==> src/rtl/freq_counter_core.sv <==
// rtl/freq_counter_core.sv - gated rising-edge counter for one selectable test signal
//
// Purpose:
//   Picks one bit of the in_signal bundle, passes it through a two-flop
//   synchroniser, and counts its rising edges over a window of gate_cycles
//   system-clock cycles. The result stays on the outputs until the next
//   accepted start.
//
// Ports:
//   clock        system clock; all logic runs on the rising edge
//   reset        asynchronous, active-high reset
//   in_signal    asynchronous signals under measurement
//   start        one-cycle request; captures sel and gate_cycles
//   sel          index of the in_signal bit to measure
//   gate_cycles  window length in clock cycles
//   busy         measurement in progress (ARM or GATE)
//   done         result valid; held until the next accepted start
//   count        rising edges seen in the window, saturating
//   overflow     an edge arrived while count was already saturated
//   invalid_sel  captured sel was outside the in_signal bus
module freq_counter_core #(
    parameter int NUM_INPUTS  = 24,
    parameter int SEL_WIDTH   = 5,
    parameter int GATE_WIDTH  = 32,
    parameter int COUNT_WIDTH = 32
) (
    input  logic                   clock,
    input  logic                   reset,
    input  logic [NUM_INPUTS-1:0]  in_signal,
    input  logic                   start,
    input  logic [SEL_WIDTH-1:0]   sel,
    input  logic [GATE_WIDTH-1:0]  gate_cycles,
    output logic                   busy,
    output logic                   done,
    output logic [COUNT_WIDTH-1:0] count,
    output logic                   overflow,
    output logic                   invalid_sel
);

    localparam int SEL_SPAN = 2 ** SEL_WIDTH;
    localparam logic [SEL_WIDTH:0] NUM_IN = (SEL_WIDTH + 1)'(NUM_INPUTS);

    typedef enum logic [1:0] {
        S_IDLE = 2'd0,
        S_ARM  = 2'd1,
        S_GATE = 2'd2,
        S_DONE = 2'd3
    } state_t;

    state_t state;
    state_t state_next;

    logic [NUM_INPUTS-1:0] sync_meta;
    logic [NUM_INPUTS-1:0] sync_q;
    logic [SEL_SPAN-1:0]   sync_wide;
    logic                  prev_q;
    logic [SEL_WIDTH-1:0]  sel_q;
    logic [GATE_WIDTH-1:0] gate_q;
    logic [GATE_WIDTH-1:0] remaining;

    logic accept;
    logic sel_bad;
    logic gate_zero;
    logic cur_bit;
    logic edge_pulse;

    // start is only honoured when no measurement is running.
    assign accept    = start && ((state == S_IDLE) || (state == S_DONE));
    assign sel_bad   = ({1'b0, sel} >= NUM_IN);
    assign gate_zero = (gate_cycles == '0);

    // Zero-extend so every sel value is a legal index; an out-of-range sel
    // never reaches ARM/GATE anyway.
    assign sync_wide  = SEL_SPAN'(sync_q);
    assign cur_bit    = sync_wide[sel_q];
    assign edge_pulse = cur_bit & ~prev_q;

    // Two-flop synchroniser on every input bit.
    always_ff @(posedge clock or posedge reset) begin
        if (reset) begin
            sync_meta <= '0;
            sync_q    <= '0;
        end else begin
            sync_meta <= in_signal;
            sync_q    <= sync_meta;
        end
    end

    // FSM state register.
    always_ff @(posedge clock or posedge reset) begin
        if (reset) begin
            state <= S_IDLE;
        end else begin
            state <= state_next;
        end
    end

    // FSM next-state logic.
    always_comb begin
        state_next = state;
        unique case (state)
            S_IDLE, S_DONE: begin
                if (accept) begin
                    if (sel_bad || gate_zero) begin
                        state_next = S_DONE;
                    end else begin
                        state_next = S_ARM;
                    end
                end
            end
            S_ARM: begin
                state_next = S_GATE;
            end
            S_GATE: begin
                // remaining was loaded with N in ARM, so this exits after N GATE cycles.
                if (remaining == GATE_WIDTH'(1)) begin
                    state_next = S_DONE;
                end
            end
            default: begin
                state_next = S_IDLE;
            end
        endcase
    end

    // FSM outputs.
    always_comb begin
        busy = 1'b0;
        done = 1'b0;
        unique case (state)
            S_ARM, S_GATE: busy = 1'b1;
            S_DONE:        done = 1'b1;
            default:       busy = 1'b0;
        endcase
    end

    // Measurement datapath.
    always_ff @(posedge clock or posedge reset) begin
        if (reset) begin
            prev_q      <= 1'b0;
            sel_q       <= '0;
            gate_q      <= '0;
            remaining   <= '0;
            count       <= '0;
            overflow    <= 1'b0;
            invalid_sel <= 1'b0;
        end else begin
            if (accept) begin
                sel_q       <= sel;
                gate_q      <= gate_cycles;
                count       <= '0;
                overflow    <= 1'b0;
                invalid_sel <= sel_bad;
            end

            if (state == S_ARM) begin
                // Seed prev_q with the current level so a signal that is
                // already high at window start does not register as an edge.
                prev_q    <= cur_bit;
                remaining <= gate_q;
            end

            if (state == S_GATE) begin
                prev_q    <= cur_bit;
                remaining <= remaining - GATE_WIDTH'(1);
                if (edge_pulse) begin
                    if (&count) begin
                        overflow <= 1'b1;
                    end else begin
                        count <= count + COUNT_WIDTH'(1);
                    end
                end
            end
        end
    end

endmodule

==> config.mk <==
export PLATFORM = sky130hd
export DESIGN_NAME = freq_counter_core
export DESIGN_NICKNAME = d
export VERILOG_FILES = /design/src/rtl/freq_counter_core.sv
export SDC_FILE = /design/constraint.sdc
export NUM_CORES = 1
export LEC_CHECK = 0
export ABC_AREA = 1
export BUFFER_PORTS_ARGS = -buffer_cell sky130_fd_sc_hd__buf_2
export CAP_MARGIN = 20
export CORE_UTILIZATION = 50
export CTS_CLUSTER_DIAMETER = 30
export CTS_CLUSTER_SIZE = 10
export DETAILED_ROUTE_END_ITERATION = 12
export GPL_TIMING_DRIVEN = 0
export HOLD_SLACK_MARGIN = 0.06
export PLACE_DENSITY = 0.73
export SYNTH_ARGS = -nofsm -noshare
export SYNTH_HDL_FRONTEND = slang
export SYNTH_SLANG_ARGS = --single-unit
export TNS_END_PERCENT = 50
==> constraint.sdc <==
create_clock -name clock -period 5.6 [get_ports clock]
set_clock_uncertainty 0.15 [all_clocks]
set_input_delay 1.68 -clock clock [delete_from_list [all_inputs] [get_ports clock]]
set_output_delay 1.68 -clock clock [all_outputs]
set_load 0.01 [all_outputs]
* Word-level counts from Yosys, hierarchy flattened
Cells that the tools add are included.
** Word-level totals
- Bits in registers :: 154
- Output and inout port bits :: 36
** Cells by class
- Multiplexer cells :: 20
- Equality and inequality tests :: 6
- Bitwise operators :: 2
- Reductions and logical operators :: 10
- Add/sub/neg operators :: 2
- Magnitude comparators :: 2
** Operator list (number)
- $mux 32 :: 6
- $add 32x1->32 const B :: 1
- $eq 32x1->1 const B :: 1
- $logic_not 32->1 :: 1
- $reduce_and 32->1 :: 1
- $sub 32x1->32 const B :: 1
- $mux 1 :: 9
- $lt 5x6->1 const B :: 1
- $mux 2 :: 3
- $pmux 2 s3 :: 1
- $bmux 1 s5 :: 1
- $ge 5x5->1 const B :: 1
- $eq 2x2->1 const B :: 2
- $ne 2x2->1 const B :: 2
- $reduce_or 2->1 :: 2
- $eq 2x1->1 const B :: 1
- $logic_not 2->1 :: 1
- $logic_or 1x1->1 :: 2
- $reduce_and 2->1 :: 1
- $reduce_bool 2->1 :: 1
- $and 1x1->1 :: 1
- $logic_and 1x1->1 :: 1
- $not 1->1 :: 1

* Longest topological paths before layout
Gate-level depths: netlist (run 1).
- Word-level depth :: 7
- Gate-level depth with buffers :: 13

* Worst setup path after synthesis (run 1)
OpenSTA, ideal clock, no wires.
- Path kind :: reg2out
- Start :: register state[0]
- End :: output port busy
- Path buffers :: 2
- Cell stages (with the launch flop) :: 6
- Arrival time :: 1.257 ns
- Data required time :: 3.770 ns
- Setup slack :: 2.513 ns
- Path through :: dfrtp_1 -> inv_1 -> ha_1 -> buf_2 -> inv_1 -> clkbuf_1
** On the way
- Word-level cells in the longest chain between the ends :: 3
- Elaborated cells between the ends (all ways) :: 4
- Those cells by class :: eq/ne (2); mux (1); reduce/logical (1)
** RTL lines
- start: declaration :: RTL line 50 : state_t state;
- start signal: assignment :: RTL line 94 : state <= state_next;
- $eq 2x1->1 / $eq 2x2->1 (equally long branches) :: RTL line 130 : unique case (state)
- $reduce_or 2->1 * :: RTL line 130
- $mux 1 * :: RTL line 130
- end: declaration :: RTL line 33 : output logic busy,
Every way passes the cells marked *; elsewhere a longest branch is shown, timed or not.

* Worst setup path in the final report (run 1)
Ends and elaborated chain as after synthesis.

==> run_results.csv, run 1 <==
group,metric,value,unit
logic_synthesis,yosys.area.top_type_share,48.6,%
logic_synthesis,synth.area.top_cells,"dfrtp_1 (49%), nand2_1 (14%), nor2_1 (7.2%)",
finish,utilization,61.4,%
finish,area_delta_synth_final,18.8,%
finish,layout_common_cells,"nand2_1 (292), dfrtp_1 (154), nor2_1 (152)",
global_route,grt_max_degree,41,
routing,drtPass1Iterations,5,
routing,drc,0,
finish,final_common_cell,"nand2_1",
placed_design,io_buffers,99,
clocking,cts_resized,0,
clocking,post-cts-setup-buffer-count,0,
global_route,grt_pass1_vias,6868,
clocking,clockBufferDepth,2,
pwr,ir_worst_vdd,0.277,mV
floorplanning,start_util,51.7,%
clocking,cts_max_level,4,
clocking,cts_tree,"done",
routing,viasPerCell,5.12,
finish,final_cell_area,9410,um^2
status,status,"completed",
run,max-cap-violations,0,
timing,setup_viol,0,
timing,fin_crit,4130,ps
placed_design,gp_congestion,0.943,
timing,finalMaxSlewViolations,0,
placed_design,place_area,8770,um^2
routing,first_iter_violations,517,
pwr,power.leakage,0.00468,uW
routing,ant_nets,0,
timing,tightestPinTransition,703,ps
timing,rsz0062_at_grt,"no",
routing,drt_wl_total,20400,um
logic_synthesis,synth_cell_types,32,
critical_path,crit_type,"reg2out",
floorplanning,design.core.area,15300,um^2
global_route,grtUsageTotal,27.2,%
placed_design,placedCellCount,1361,
timing,tns,0,ps
logic_synthesis,synth_fp_nets,1117,
logic_synthesis,yosys_warnings,0,
routing,wl_per_cell,14.6,um
logic_synthesis,netlist_instances,1047,
timing,fmax,0.242,GHz
global_route,overflow,0,
routing,vias,7127,
finish,drive_gt1_share,13.5,%
critical_path,cp_max_fo,10,
critical_path,startpoint_type,"flip-flop",
critical_path,arrival,2300,ps
logic_synthesis,yosysTopAreaCell,"dfrtp_1",
timing,finalHoldViolCount,0,
floorplanning,num_rows,45,
floorplanning,ios,100,
critical_path,path_cells,"inv_1 -> ha_1 -> buf_2 -> inv_1 -> clkbuf_1 -> buf_2",
clocking,cts_sinks,154,
logic_synthesis,yosysSeqAreaShare,48.6,%
floorplanning,die_y,128,um
logic_synthesis,syn_area,7920,um^2
floorplanning,dieArea,16400,um^2
timing,post-route-period-util,73.8,%
clocking,postCtsHoldBufs,0,
finish,antenna-diode-count,0,
critical_path,worst_setup_path_end_kind,"output pin",
global_route,grt_pass1_wl,34100,um
finish,layout.cells.non_filler,1393,
floorplanning,die_w,128,um
logic_synthesis,avgSynthCellArea,7.57,um^2
placed_design,dpl.hpwl,15400,um
critical_path,slowest_delay,560,ps
pwr,p_per_area,505,nW/um^2
logic_synthesis,synth_seq_cells,154,
min_path,hp-class,"reg2reg",
clocking,clk_pin_slew,70,ps
clocking,cts_made_buffers,17,
clocking,clock_tree.root_cell,"clkbuf_16",
critical_path,cp_data_required_time,3770,ps
finish,final_nets,1239,
clocking,clock_latency,440,ps
global_route,antenna_found_initial,1,
critical_path,cpMaxStageDelayCell,"clkbuf_1",
timing,slew_headroom,53.1,%
-- state kept, by name, indices dropped and copies added (netlist names) --
signal	cells
invalid_sel	1
sync_meta	24
remaining	32
count	32
overflow	1
sync_q	24
state	2
gate_q	32
prev_q	1
sel_q	5
-- synthesized netlist by cell type, drive strengths merged --
library cell / number
buf: 13
clkbuf: 26
o22ai: 7
o211ai: 9
inv: 132
nand3: 41
nand2: 294
nand3b: 2
o31ai: 1
dfrtp: 154
a21oi: 12
nor3: 13
a211oi: 1
o21a: 1
o21ai: 94
xor2: 32
ha: 6
nand4: 49
a31oi: 2
xnor2: 2
nor2: 156
-- power by group --
| group | switching [uW] | internal, uW | total, uW | leakage [uW] |
|---|---|---|---|---|
| Clock | 553 | 657 | 1210 | 0.000312 |
| Sequential | 254 | 1420 | 1670 | 0.00192 |
| Combinational | 1270 | 594 | 1870 | 0.00245 |
-- logic make-up after synthesis --
logic type	count (synthesis)	synth area share, %
AND/OR/NAND/NOR	555	29.4
buffers and inverters	171	8.75
flip-flops	154	48.6
AO/OA/AOI/OAI	127	8.54
XOR/XNOR	34	3.76
adder cells (fa/ha/maj)	6	0.947
-- critical path: cells and delay by family, from the launching register on --
family,cells,cell delay (ps)
buffers and inverters,5,1180
adder cells (fa/ha/maj),1,270
flip-flops,1,400
-- worst paths after layout --
path / endpoint / slack (ps) / startpoint / depth (start not counted)
hold / removal: sync_q[16] / 200 / sync_meta[16] / 0
max in group asynchronous: count[14] / 3140 / reset / 5
min in group asynchronous: state[0] / 1140 / reset / 2
setup reg to reg: count[23] / 3130 / state[0] / 10
hold reg to reg: sync_q[16] / 200 / sync_meta[16] / 0
setup / recovery: busy / 1470 / state[0] / 6
-- final cells by class --
cell class              count  area [um^2]
fillers                  1448         5900
flip-flops and latches    154         3850
multi-input cells         722         3380
repair buffers            103          576
inverters                 132          499
clock buffers              17          425
well taps                 211          264
clock inverters            15          218
plain buffers              39          198
-- per-stage QoR --
stage	total power, uW	hold WS [ps]	setup WS [ps]
detailed placement	3540	185	1960
floorplan	2950	181	1830
global placement	3470	185	890
finish	4750	199	1470
global route	5110	206	1360
CTS	4760	201	1490
-- metal layers --
layer,global-route usage [%],routed length [um]
met1,33.9,8820
met2,46.3,10100
met3,5.80,861
met4,10.4,580
met5,0,13
Power figures use the tool's default switching activity.
==> run 2: changes to the inputs <==
clock period = 3.3 ns   (was 5.6 ns; I/O delays follow)
==> run 2 against run 1 <==
Compared with the run above: clock-buffer cell count stayed put; sequential share of layout area hardly changed; clock power is 69% higher; sequential power is 70% higher; critical path depth is 1 lower; largest power group unchanged; critical endpoint unchanged; global-route usage hardly changed; register-to-register slack worse by 2300 ps; die area stayed put.
==> run_results.csv, run 2 (synthesis results as in run 1) <==
group,metric,value,unit
status,status,"completed",
timing,tightestPinTransition,669,ps
finish,antenna-diode-count,0,
finish,layout_common_cells,"nand2_1 (292), dfrtp_1 (154), nor2_1 (152)",
global_route,grt_pass1_wl,34100,um
timing,fmax,0.316,GHz
global_route,grt_max_degree,41,
timing,slew_headroom,55.4,%
timing,setup_ws,131,ps
critical_path,crit_type,"reg2out",
finish,multi_input_area,3380,um^2
floorplanning,die_y,128,um
clocking,clock_latency,440,ps
placed_design,dpl.hpwl,15400,um
global_route,overflow,0,
timing,fin_crit,3170,ps
timing,finalHoldViolCount,0,
routing,ant_nets,0,
run,max-cap-violations,0,
timing,finalMaxSlewViolations,0,
global_route,antenna_found_initial,1,
clocking,cts_max_level,4,
clocking,clockBufferDepth,2,
critical_path,cpMaxStageDelayCell,"inv_1",
timing,post-route-period-util,96.0,%
pwr,power.leakage,0.00468,uW
critical_path,cp_top_family,"buffers and inverters",
routing,viasPerCell,5.13,
floorplanning,start_util,51.7,%
min_path,hp-class,"reg2reg",
global_route,grt_pass1_vias,6867,
global_route,grtUsageTotal,27.1,%
placed_design,gp_congestion,0.943,
critical_path,cp_data_required_time,2160,ps
routing,drtPass1Iterations,5,
finish,area_delta_synth_final,18.7,%
finish,final_cell_area,9410,um^2
clocking,cts_tree,"done",
critical_path,critPathBufInv,4,
routing,wl_per_cell,14.7,um
placed_design,pre_cts_ws,352,ps
clocking,cts_made_buffers,17,
critical_path,arrival,2030,ps
clocking,cts_resized,0,
finish,drive_gt1_share,13.5,%
critical_path,worst_setup_path_end_kind,"output pin",
pwr,power,8050,uW
placed_design,place_area,8770,um^2
timing,rsz0062_at_grt,"no",
timing,setup_viol,0,
pwr,ir_worst_vdd,0.468,mV
finish,nFillCells,1448,
critical_path,startpoint_type,"flip-flop",
floorplanning,design.core.area,15300,um^2
finish,ff_latch_area,3850,um^2
timing,tns,0,ps
routing,drt_wl_total,20400,um
finish,final_common_cell,"nand2_1",
clocking,post-cts-setup-buffer-count,0,
clocking,clk_pin_slew,70,ps
critical_path,cp_max_fo,16,
finish,biggestRegsByFlops,"count (32), gate_q (32), remaining (32)",
floorplanning,dieArea,16400,um^2
floorplanning,num_rows,45,
critical_path,slowest_delay,450,ps
routing,first_iter_violations,521,
routing,vias,7144,
pwr,p_per_area,856,nW/um^2
clocking,postCtsHoldBufs,0,
floorplanning,ios,100,
routing,drc,0,
clocking,cts_sinks,154,
clocking,clock_tree.root_cell,"clkbuf_16",
critical_path,path_cells,"inv_1 -> ha_1 -> buf_2 -> inv_1 -> buf_2",
floorplanning,die_w,128,um
finish,final_nets,1238,
placed_design,io_buffers,99,
run 2: cell count changes in the layout (fill, tap and decap cells not counted):
cell      previous run  this run
clkbuf_1            26        25
run 2: layout make-up:
type	count	area share [%]
tap	211	2.81
clock inverter	15	2.31
sequential	154	41.0
buffer	38	2.06
clock buffer	17	4.52
multi-input combinational	722	35.9
inverter	132	5.31
timing repair buffer	103	6.12
run 2: stage by stage:
stage / utilization, % / hold WS (ps) / std cells
finish: 61.4 / 199 / 1392
global route: 61.4 / 206 / 1392
CTS: 61.4 / 201 / 1392
detailed placement: 57.2 / 185 / 1361
global placement: 56.7 / 185 / 1357
floorplan: - / 181 / 1047
run 2: routing by layer:
| layer | vias up | share of wire, % | GRT usage [%] | wire length [um] |
|---|---|---|---|---|
| met1 | 3333 | 43 | 33.8 | 8790 |
| li1 | 3570 | - | - | - |
| met3 | 49 | 4.3 | 5.80 | 889 |
| met4 | 2 | 2.8 | 10.4 | 579 |
| met5 | - | 0.064 | 0 | 13 |
| met2 | 190 | 50 | 46.3 | 10200 |
run 2: report_power, final:
group | switching [uW] | leakage [uW] | internal (uW)
combinational | 2160 | 0.00245 | 1000
clock | 936 | 0.000312 | 1110
sequential | 432 | 0.00192 | 2410
total | 3520 | 0.00468 | 4530
run 2: final timing paths:
path | from | to | slack (ps) | cells after the start
min in group asynchronous | reset | state[0] | 440 | 2
min | sync_meta[16] | sync_q[16] | 200 | 0
max | state[0] | busy | 130 | 5
max reg2reg | state[0] | remaining[17] | 790 | 7
min reg2reg | sync_meta[16] | sync_q[16] | 200 | 0
max in group asynchronous | reset | count[14] | 1530 | 5
==> run 3: changes to the inputs <==
--- a/config.mk
+++ b/config.mk
@@ -8,3 +8,2 @@
 export ABC_AREA = 1
-export BUFFER_PORTS_ARGS = -buffer_cell sky130_fd_sc_hd__buf_2
 export CAP_MARGIN = 20
@@ -14,5 +13,6 @@
 export DETAILED_ROUTE_END_ITERATION = 12
+export DONT_BUFFER_PORTS = 1
 export GPL_TIMING_DRIVEN = 0
 export HOLD_SLACK_MARGIN = 0.06
-export PLACE_DENSITY = 0.73
+export PLACE_DENSITY = 0.68
 export SYNTH_ARGS = -nofsm -noshare
==> constraint.sdc (replaced) <==
create_clock -name clock -period 3.3 [get_ports clock]
set_clock_uncertainty 0.15 [all_clocks]
set_input_delay 0.33 -clock clock [delete_from_list [all_inputs] [get_ports clock]]
set_output_delay 0.33 -clock clock [all_outputs]
set_load 0.01 [all_outputs]
==> run 3 against run 2 <==
Compared with the run above: sequential cell count did not move; power shrank 0.93%; non-clock buffer count decreased by 37; routed wire length is 2.3% higher; register-to-register slack gained 80 ps; critical endpoint unchanged; die area stayed put; via count down 1.9%; hold slack got worse by 75 ps.
==> run_results.csv, run 3 (synthesis results as in run 1) <==
group,metric,value,unit
critical_path,timing.rr.start,"state[0]",
placed_design,gp_congestion,0.977,
pwr,ir_worst_vdd,0.460,mV
critical_path,path_cells,"inv_1 -> ha_1 -> buf_2 -> inv_1 -> clkbuf_1",
clocking,cts_resized,0,
timing,tns,0,ps
floorplanning,design.core.area,15300,um^2
finish,area_delta_synth_final,19.8,%
timing,post-route-period-util,78.8,%
global_route,grtUsageTotal,26.9,%
clocking,clk_pin_slew,70,ps
clocking,cts_max_level,4,
run,max-cap-violations,0,
finish,drive_gt1_share,5.16,%
global_route,antenna_found_initial,0,
critical_path,worst-r2r-cell-count,10,
critical_path,setup.worst_path.end,"busy",
finish,layout_common_cells,"nand2_1 (292), dfrtp_1 (154), nor2_1 (152)",
pwr,power.leakage,0.00447,uW
clocking,cts_tree,"done",
critical_path,critPathBufInv,4,
min_path,hp-class,"in2reg",
critical_path,slowest_delay,640,ps
global_route,grt_pass1_vias,6667,
clocking,clockBufferDepth,2,
floorplanning,die_w,128,um
critical_path,crit_type,"reg2out",
timing,fin_crit,2600,ps
placed_design,io_buffers,0,
floorplanning,die_y,128,um
routing,first_iter_violations,528,
floorplanning,num_rows,45,
critical_path,cp_data_required_time,2820,ps
clocking,postCtsHoldBufs,62,
floorplanning,dieArea,16400,um^2
critical_path,startpoint_type,"flip-flop",
global_route,grt_max_degree,46,
clocking,cts_sinks,154,
critical_path,rr_endpoint,"count[23]",
routing,drtPass1Iterations,5,
timing,fmax,0.384,GHz
routing,vias,7008,
clocking,clock_tree.root_cell,"clkbuf_16",
finish,final_cell_area,9490,um^2
floorplanning,start_util,51.7,%
critical_path,cp_top_family,"buffers and inverters",
finish,biggestRegsByFlops,"count (32), gate_q (32), remaining (32)",
placed_design,place_area,8250,um^2
timing,setup_viol,0,
critical_path,critical_path.most_common_cell,"inv_1",
floorplanning,ios,100,
finish,final_nets,1201,
routing,wl_per_cell,15.4,um
timing,slew_headroom,46.0,%
pwr,p_per_area,840,nW/um^2
critical_path,rrSetupSlack,870,ps
routing,viasPerCell,5.17,
timing,finalHoldViolCount,0,
critical_path,worst-path-stages,5,
clocking,clock_latency,440,ps
routing,ant_nets,0,
routing,drt_wl_total,20900,um
critical_path,cp-startpoint,"state[0]",
clocking,post-cts-setup-buffer-count,0,
timing,tightestPinTransition,810,ps
placed_design,dpl.hpwl,14800,um
critical_path,cp_max_fo,10,
finish,final_common_cell,"nand2_1",
timing,rsz0062_at_grt,"no",
critical_path,cpMaxStageDelayCell,"clkbuf_1",
global_route,overflow,0,
finish,nFillCells,1356,
critical_path,arrival,2120,ps
finish,utilization,62.0,%
clocking,cts_made_buffers,17,
routing,drc,0,
finish,antenna-diode-count,0,
global_route,grt_pass1_wl,33400,um
timing,finalMaxSlewViolations,0,
status,status,"completed",
critical_path,worst_setup_path_end_kind,"output pin",
-- run 3: changes by cell type in the layout (fill, tap and decap cells not counted), sizes merged --
cell	delta
clkbuf	+1
dlygate4sd3	+62
clkinvlp	+1
bufinv	-1
buf	-100
-- run 3: cell type report --
| type | instances | area [um^2] | share of cell area [%] |
|---|---|---|---|
| sequential | 154 | 3850 | 40.6 |
| multi-input combinational | 722 | 3380 | 35.6 |
| timing repair buffer | 65 | 681 | 7.17 |
| inverter | 132 | 499 | 5.26 |
| clock buffer | 17 | 425 | 4.48 |
| tap | 211 | 264 | 2.78 |
| buffer | 39 | 198 | 2.08 |
| clock inverter | 15 | 193 | 2.03 |
-- run 3: worst min-delay path, stage by stage --
cell and delay [ps]:
o21ai_0 160, nand2_1 90, o21ai_0 70
-- run 3: worst min path at each step --
stage                              from         end  slack [ps]  depth (start not counted)
after global placement    sync_meta[11]  sync_q[11]         180                          0
after floorplan            sync_meta[0]   sync_q[0]         180                          0
final                             start    state[1]         120                          3
after global routing              start    state[1]         150                          3
after CTS                         start    state[0]         110                          3
after detailed placement   sync_meta[7]   sync_q[7]         180                          0
-- run 3: metal layers --
| layer | up-vias | part of all wire, % | GRT usage [%] |
|---|---|---|---|
| met4 | 0 | 3.1 | 12.1 |
| li1 | 3491 | - | - |
| met1 | 3282 | 42 | 33.1 |
| met2 | 191 | 49 | 45.1 |
| met3 | 44 | 5.6 | 6.43 |
| met5 | - | 0 | 0 |
-- run 3: metrics by stage --
step | total power [uW] | hold slack [ps] | instances | setup WS, ps
global route | 8570 | 152 | 1355 | 542
detailed placement | 5910 | 185 | 1261 | 853
global placement | 5820 | 183 | 1258 | 80.9
finish | 7980 | 125 | 1355 | 698
floorplan | 5000 | 181 | 1047 | 875
CTS | 7970 | 113 | 1355 | 732
-- run 3: report_power, final --
part           leakage (uW)  internal, uW  switching [uW]
clock network      0.000296          1040             956
registers           0.00192          2410             449
logic               0.00226          1000            2120
